--- config.mk ---
export PLATFORM = sky130hd
export DESIGN_NAME = main_control_flat
export DESIGN_NICKNAME = d
export VERILOG_FILES = /design/src/rtl/main_control_if.sv /design/src/rtl/main_control.sv /design/src/flat_wrapper.sv
export SDC_FILE = /design/constraint.sdc
export NUM_CORES = 1
export LEC_CHECK = 0
export BUFFER_PORTS_ARGS = -buffer_cell sky130_fd_sc_hd__buf_2
export CORE_AREA = 2 2 46 48
export CTS_BUF_LIST = sky130_fd_sc_hd__clkbuf_4
export CTS_CLUSTER_DIAMETER = 200
export DETAILED_ROUTE_END_ITERATION = 16
export DIE_AREA = 0 0 48 50
export SYNTH_ARGS = -nofsm -noshare
export SYNTH_HDL_FRONTEND = slang
export SYNTH_SLANG_ARGS = --single-unit
--- constraint.sdc ---
create_clock -name clk -period 1.1 [get_ports clk]
set_input_delay 0.165 -clock clk [delete_from_list [all_inputs] [get_ports clk]]
set_output_delay 0.165 -clock clk [all_outputs]
set_load 0.02 [all_outputs]
--- src/rtl/main_control_if.sv ---
// rtl/main_control_if.sv - control bundle between the TinyMIPS main FSM and its datapath
interface main_control_if;
    logic [5:0] op;
    logic       zero;
    logic       memread;
    logic       memwrite;
    logic       iord;
    logic [3:0] irwrite;
    logic       pcen;
    logic [1:0] pcsource;
    logic       alusrca;
    logic [1:0] alusrcb;
    logic [1:0] aluop;
    logic       regwrite;
    logic       regdst;
    logic       memtoreg;
    logic       illegal_op;
    logic [3:0] state;

    // Datapath side: supplies opcode and zero flag, consumes control strobes
    modport master (
        output op, zero,
        input  memread, memwrite, iord, irwrite, pcen, pcsource, alusrca, alusrcb,
               aluop, regwrite, regdst, memtoreg, illegal_op, state
    );

    // Controller side
    modport slave (
        input  op, zero,
        output memread, memwrite, iord, irwrite, pcen, pcsource, alusrca, alusrcb,
               aluop, regwrite, regdst, memtoreg, illegal_op, state
    );
endinterface

--- src/rtl/main_control.sv ---
// rtl/main_control.sv - multicycle main control FSM for the 8-bit TinyMIPS datapath
module main_control (
    input  logic          clk,
    input  logic          reset_n,
    main_control_if.slave ctl
);
    localparam logic [5:0] OP_LB    = 6'b100000;
    localparam logic [5:0] OP_SB    = 6'b101000;
    localparam logic [5:0] OP_RTYPE = 6'b000000;
    localparam logic [5:0] OP_BEQ   = 6'b000100;
    localparam logic [5:0] OP_J     = 6'b000010;
    localparam logic [5:0] OP_ADDI  = 6'b001000;

    typedef enum logic [3:0] {
        S_FETCH1  = 4'd0,  S_FETCH2  = 4'd1,  S_FETCH3  = 4'd2,  S_FETCH4 = 4'd3,
        S_DECODE  = 4'd4,  S_MEMADR  = 4'd5,  S_LBRD    = 4'd6,  S_LBWR   = 4'd7,
        S_SBWR    = 4'd8,  S_RTYPEEX = 4'd9,  S_RTYPEWR = 4'd10, S_BEQEX  = 4'd11,
        S_JEX     = 4'd12, S_ADDIEX  = 4'd13, S_ADDIWR  = 4'd14
    } state_t;

    state_t state_q, state_d;
    logic   pcwrite, pcwritecond;

    // Next-state selection; op only matters in DECODE and MEMADR, code 15 recovers to FETCH1
    always_comb begin
        state_d = S_FETCH1;
        case (state_q)
            S_FETCH1:  state_d = S_FETCH2;
            S_FETCH2:  state_d = S_FETCH3;
            S_FETCH3:  state_d = S_FETCH4;
            S_FETCH4:  state_d = S_DECODE;
            S_DECODE: begin
                case (ctl.op)
                    OP_LB, OP_SB: state_d = S_MEMADR;
                    OP_RTYPE:     state_d = S_RTYPEEX;
                    OP_BEQ:       state_d = S_BEQEX;
                    OP_J:         state_d = S_JEX;
                    OP_ADDI:      state_d = S_ADDIEX;
                    default:      state_d = S_FETCH1;
                endcase
            end
            S_MEMADR:  state_d = (ctl.op == OP_LB) ? S_LBRD : S_SBWR;
            S_LBRD:    state_d = S_LBWR;
            S_RTYPEEX: state_d = S_RTYPEWR;
            S_ADDIEX:  state_d = S_ADDIWR;
            default:   state_d = S_FETCH1;
        endcase
    end

    // State register, held at FETCH1 while reset is asserted
    always_ff @(posedge clk or negedge reset_n) begin
        if (!reset_n) begin
            state_q <= S_FETCH1;
        end else begin
            state_q <= state_d;
        end
    end

    // Moore output decode; everything is gated off while reset is low so no write can complete
    always_comb begin
        ctl.memread    = 1'b0;
        ctl.memwrite   = 1'b0;
        ctl.iord       = 1'b0;
        ctl.irwrite    = 4'b0000;
        ctl.pcsource   = 2'b00;
        ctl.alusrca    = 1'b0;
        ctl.alusrcb    = 2'b00;
        ctl.aluop      = 2'b00;
        ctl.regwrite   = 1'b0;
        ctl.regdst     = 1'b0;
        ctl.memtoreg   = 1'b0;
        ctl.illegal_op = 1'b0;
        pcwrite        = 1'b0;
        pcwritecond    = 1'b0;
        if (reset_n) begin
            case (state_q)
                S_FETCH1, S_FETCH2, S_FETCH3, S_FETCH4: begin
                    ctl.memread = 1'b1;
                    ctl.irwrite = 4'b0001 << state_q[1:0];
                    ctl.alusrcb = 2'b01;
                    pcwrite     = 1'b1;
                end
                S_DECODE: begin
                    ctl.alusrcb = 2'b11;
                    case (ctl.op)
                        OP_LB, OP_SB, OP_RTYPE, OP_BEQ, OP_J, OP_ADDI: ctl.illegal_op = 1'b0;
                        default:                                       ctl.illegal_op = 1'b1;
                    endcase
                end
                S_MEMADR: begin
                    ctl.alusrca = 1'b1;
                    ctl.alusrcb = 2'b10;
                end
                S_LBRD: begin
                    ctl.memread = 1'b1;
                    ctl.iord    = 1'b1;
                end
                S_LBWR: begin
                    ctl.regwrite = 1'b1;
                    ctl.memtoreg = 1'b1;
                end
                S_SBWR: begin
                    ctl.memwrite = 1'b1;
                    ctl.iord     = 1'b1;
                end
                S_RTYPEEX: begin
                    ctl.alusrca = 1'b1;
                    ctl.aluop   = 2'b10;
                end
                S_RTYPEWR: begin
                    ctl.regwrite = 1'b1;
                    ctl.regdst   = 1'b1;
                end
                S_BEQEX: begin
                    ctl.alusrca  = 1'b1;
                    ctl.aluop    = 2'b01;
                    ctl.pcsource = 2'b01;
                    pcwritecond  = 1'b1;
                end
                S_JEX: begin
                    ctl.pcsource = 2'b10;
                    pcwrite      = 1'b1;
                end
                S_ADDIEX: begin
                    ctl.alusrca = 1'b1;
                    ctl.alusrcb = 2'b10;
                end
                S_ADDIWR: begin
                    ctl.regwrite = 1'b1;
                end
                default: begin
                    ctl.memread = 1'b0;
                end
            endcase
        end
    end

    assign ctl.pcen  = pcwrite | (pcwritecond & ctl.zero);
    assign ctl.state = state_q;
endmodule

--- src/flat_wrapper.sv ---
// flat-port wrapper written by rule: the top's interface ports become plain ports
module main_control_flat 
  (clk, reset_n, ctl_op, ctl_zero, ctl_memread, ctl_memwrite, ctl_iord, ctl_irwrite, ctl_pcen, ctl_pcsource, ctl_alusrca, ctl_alusrcb, ctl_aluop, ctl_regwrite, ctl_regdst, ctl_memtoreg, ctl_illegal_op, ctl_state);
  main_control_if ctl_i ();
  input  logic clk;
  input  logic reset_n;
  input wire logic [$bits(ctl_i.op)-1:0] ctl_op;
  input wire logic [$bits(ctl_i.zero)-1:0] ctl_zero;
  output wire logic [$bits(ctl_i.memread)-1:0] ctl_memread;
  output wire logic [$bits(ctl_i.memwrite)-1:0] ctl_memwrite;
  output wire logic [$bits(ctl_i.iord)-1:0] ctl_iord;
  output wire logic [$bits(ctl_i.irwrite)-1:0] ctl_irwrite;
  output wire logic [$bits(ctl_i.pcen)-1:0] ctl_pcen;
  output wire logic [$bits(ctl_i.pcsource)-1:0] ctl_pcsource;
  output wire logic [$bits(ctl_i.alusrca)-1:0] ctl_alusrca;
  output wire logic [$bits(ctl_i.alusrcb)-1:0] ctl_alusrcb;
  output wire logic [$bits(ctl_i.aluop)-1:0] ctl_aluop;
  output wire logic [$bits(ctl_i.regwrite)-1:0] ctl_regwrite;
  output wire logic [$bits(ctl_i.regdst)-1:0] ctl_regdst;
  output wire logic [$bits(ctl_i.memtoreg)-1:0] ctl_memtoreg;
  output wire logic [$bits(ctl_i.illegal_op)-1:0] ctl_illegal_op;
  output wire logic [$bits(ctl_i.state)-1:0] ctl_state;
  assign ctl_i.op = ctl_op;
  assign ctl_i.zero = ctl_zero;
  assign ctl_memread = ctl_i.memread;
  assign ctl_memwrite = ctl_i.memwrite;
  assign ctl_iord = ctl_i.iord;
  assign ctl_irwrite = ctl_i.irwrite;
  assign ctl_pcen = ctl_i.pcen;
  assign ctl_pcsource = ctl_i.pcsource;
  assign ctl_alusrca = ctl_i.alusrca;
  assign ctl_alusrcb = ctl_i.alusrcb;
  assign ctl_aluop = ctl_i.aluop;
  assign ctl_regwrite = ctl_i.regwrite;
  assign ctl_regdst = ctl_i.regdst;
  assign ctl_memtoreg = ctl_i.memtoreg;
  assign ctl_illegal_op = ctl_i.illegal_op;
  assign ctl_state = ctl_i.state;
  main_control u_core (.clk(clk), .reset_n(reset_n), .ctl(ctl_i));
endmodule
==> out/results.ini <==
[run_status]
status=complete, but fails checks
violations=negative setup slack

[floorplan]
die_w_um=48
rows=16
coreArea_sq_um=1900
die_y_um=50
initial_utilization=0.289
ios=32
die_area_sq_um=2400

[cells_and_area]
largest_reg_flops=4
syn_to_final_growth_pct=178
fin_util=0.803
final_layout_size_suffix_gt1_frac=0.775
nets=162
antenna_cells=0

[sta]
fin_skew_ns=0.0185
setup_viol=27
period_needed_ns=1.58
hold_viol_final=0
fin_ws_ns=-0.476
fmax_mhz=635
fin_crit_sh=1.43
rsz0062_at_grt=yes
slew_headroom=0.726
worst_pin_slew_ns=0.405
finalMaxSlewViolations=0
setup-tns-final_ns=-9.50

[clock_tree]
clkTransAtPathRegs_ns=0.04
cts_buffers=3
h-tree-depth=1
clkSinkCount=4
clock_path_buffers=2
cts_tree=done
cts-root-buf=clkbuf_4
clkLatencyLatePin_ns=0.28

[placed_design]
gp_congestion=0.900
port_buffers=31
hpwl_mm=1.77

[yosys]
ys_seq_area_frac=0.182
yosysWarnings=0
yosys_register_bits=4
syn_area_sq_um=549
syn_inst=81
syn_avg_cell_area_sq_um=6.78
synth_nets=90
synth_cell_types=32

[power]
switching_power_mw=1.69
p_per_area_nw_per_um2=2340
p_leak_nw=0.642
clkPwrFrac=0.065
p_seq_frac=0.091
switching_share=0.473
max-vdd-ir-drop_mv=1.46
power_frac_comb=0.844
p_int_mw=1.89

[worst_setup_path]
arrival_ns=1.41
cp-start-kind=register
timing.rr.start=u_core.ctl.state[2]$_DFF_PN0_
cp-end-kind=primary output
crit_required_ns=0.94
endpoint=ctl_irwrite[0]
r2r_cells=6
r2r_slack_ns=-0.34
startpoint=u_core.ctl.state[0]$_DFF_PN0_
worstReg2RegEnd=u_core.ctl.state[2]$_DFF_PN0_
worstSetupPathType=register to primary output
crit_fanout=5

[global_route]
overflow=0
grt_max_degree=10
antenna_found_initial=0
grt_pass1_wl_mm=4.84
grt_pass1_vias=985
grt.total_usage=0.297

[drt]
drt_iter0_drc=18
final_antenna_net_count=0
viasPerCell=5.49
wire_per_inst_um=19.3
drc_errors=0
num_vias=977
drt-pass1-iter-count=4
drt_wl_total_mm=3.43

[hold_path]
hold_path_class=primary input to async pin

[run]
drv_cap=0

-- stage by stage --
| step | power, mW | area [sq um] | worst slack [ns] | hold WS [ns] | cells |
|---|---|---|---|---|---|
| 3_3_place_gp | 2.21 | 1100 | -0.235 | 0.0925 | 159 |
| 6_report | 3.58 | 1530 | -0.476 | 0.0302 | 178 |
| 3_5_place_dp | 2.26 | 1100 | -0.254 | 0.102 | 159 |
| 4_1_cts | 3.13 | 1440 | -0.468 | 0.0172 | 174 |
| 5_1_grt | 3.69 | 1530 | -0.507 | 0.0520 | 178 |
| 2_1_floorplan | 1.62 | 773 | -0.259 | -0.131 | 81 |
-- logic make-up (layout without fill, tap and decap cells) --
group	after synthesis	in the layout	synth area share
AND/OR/NAND/NOR	50	50	0.524
buffers and inverters	9	79	0.0797
flip-flops	4	4	0.182
AO/OA/AOI/OAI	18	18	0.214
-- synthesized netlist by cell type, drive strengths merged --
master | count | area, sq um
a21o | 1 | 7.51
nand2 | 4 | 15.0
nor2b | 1 | 6.26
o21a | 1 | 7.51
nor4b | 2 | 23.8
a2111oi | 1 | 15.0
nand4 | 4 | 25.0
o21ba | 1 | 10.0
or2 | 1 | 6.26
o211ai | 2 | 15.0
a21oi | 7 | 35.0
a31oi | 2 | 12.5
buf | 7 | 36.3
and2 | 1 | 6.26
nor3 | 7 | 35.0
inv | 2 | 7.51
nor4bb | 1 | 10.0
and4b | 1 | 10.0
nand2b | 7 | 43.8
or3 | 2 | 13.8
dfrtp | 4 | 100
nand3 | 2 | 10.0
o21ai | 3 | 15.0
nor4 | 2 | 12.5
nor2 | 11 | 41.3
nand3b | 3 | 22.5
and3 | 1 | 6.26
-- metal layers --
| layer | track usage | share of wire |
|---|---|---|
| met3 | 0.0769 | 0.043 |
| met4 | 0.117 | 0.024 |
| met5 | 0 | 0 |
| met1 | 0.333 | 0.40 |
| met2 | 0.504 | 0.54 |
-- power by group through the flow --
stage | sequential (mW) | clock (mW) | combinational, mW
after floorplan | 0.377 | 0 | 1.24
after global placement | 0.345 | 0 | 1.87
after detailed placement | 0.344 | 0 | 1.92
after CTS | 0.312 | 0.206 | 2.61
after global routing | 0.334 | 0.233 | 3.13
final | 0.327 | 0.233 | 3.02
-- final cells by class --
| cell class | instances | area (sq um) |
|---|---|---|
| inverters | 2 | 7.51 |
| well taps | 27 | 33.8 |
| multi-input cells | 68 | 672 |
| fillers | 112 | 374 |
| clock buffers | 3 | 22.5 |
| repair buffers | 74 | 687 |
| flip-flops and latches | 4 | 105 |
-- critical path, stage by stage (launching register included) --
cell and delay [ns]:
dfrtp_2 0.43, nand2b_4 0.16, buf_6 0.13, nor4_4 0.24, buf_4 0.18
-- how the worst min path moves through the flow --
stage	start	to	slack (ns)	cells past startpoint
after CTS	reset_n	u_core.ctl.state[1]$_DFF_PN0_	0.02	3
after floorplan	reset_n	u_core.ctl.state[0]$_DFF_PN0_	-0.13	0
after global placement	reset_n	u_core.ctl.state[3]$_DFF_PN0_	0.09	2
final	reset_n	u_core.ctl.state[0]$_DFF_PN0_	0.03	3
after global routing	reset_n	u_core.ctl.state[0]$_DFF_PN0_	0.05	3
after detailed placement	reset_n	u_core.ctl.state[3]$_DFF_PN0_	0.10	2
-- placed cells by master (no fill, tap or decap), types with 3 or more instances in the layout --
master    synthesis  layout
buf_6             0      33
buf_4             1      28
buf_2             5       9
nand2b_4          0       6
nor2_4            0       5
nor2_1           11       4
nand4_1           4       4
dfrtp_2           0       4
nand2_1           4       3
a21oi_1           7       3
nand3b_1          3       3
nor3_4            0       3
clkbuf_4          0       3
-- timing repair --
item,4_1_cts,5_1_grt
hold endpoints to repair,2,0
gates resized for setup,62,14
setup buffers,12,6
hold buffers,1,0
setup endpoints to repair,27,27
pin swaps,10,10
Power figures use the tool's default switching activity.
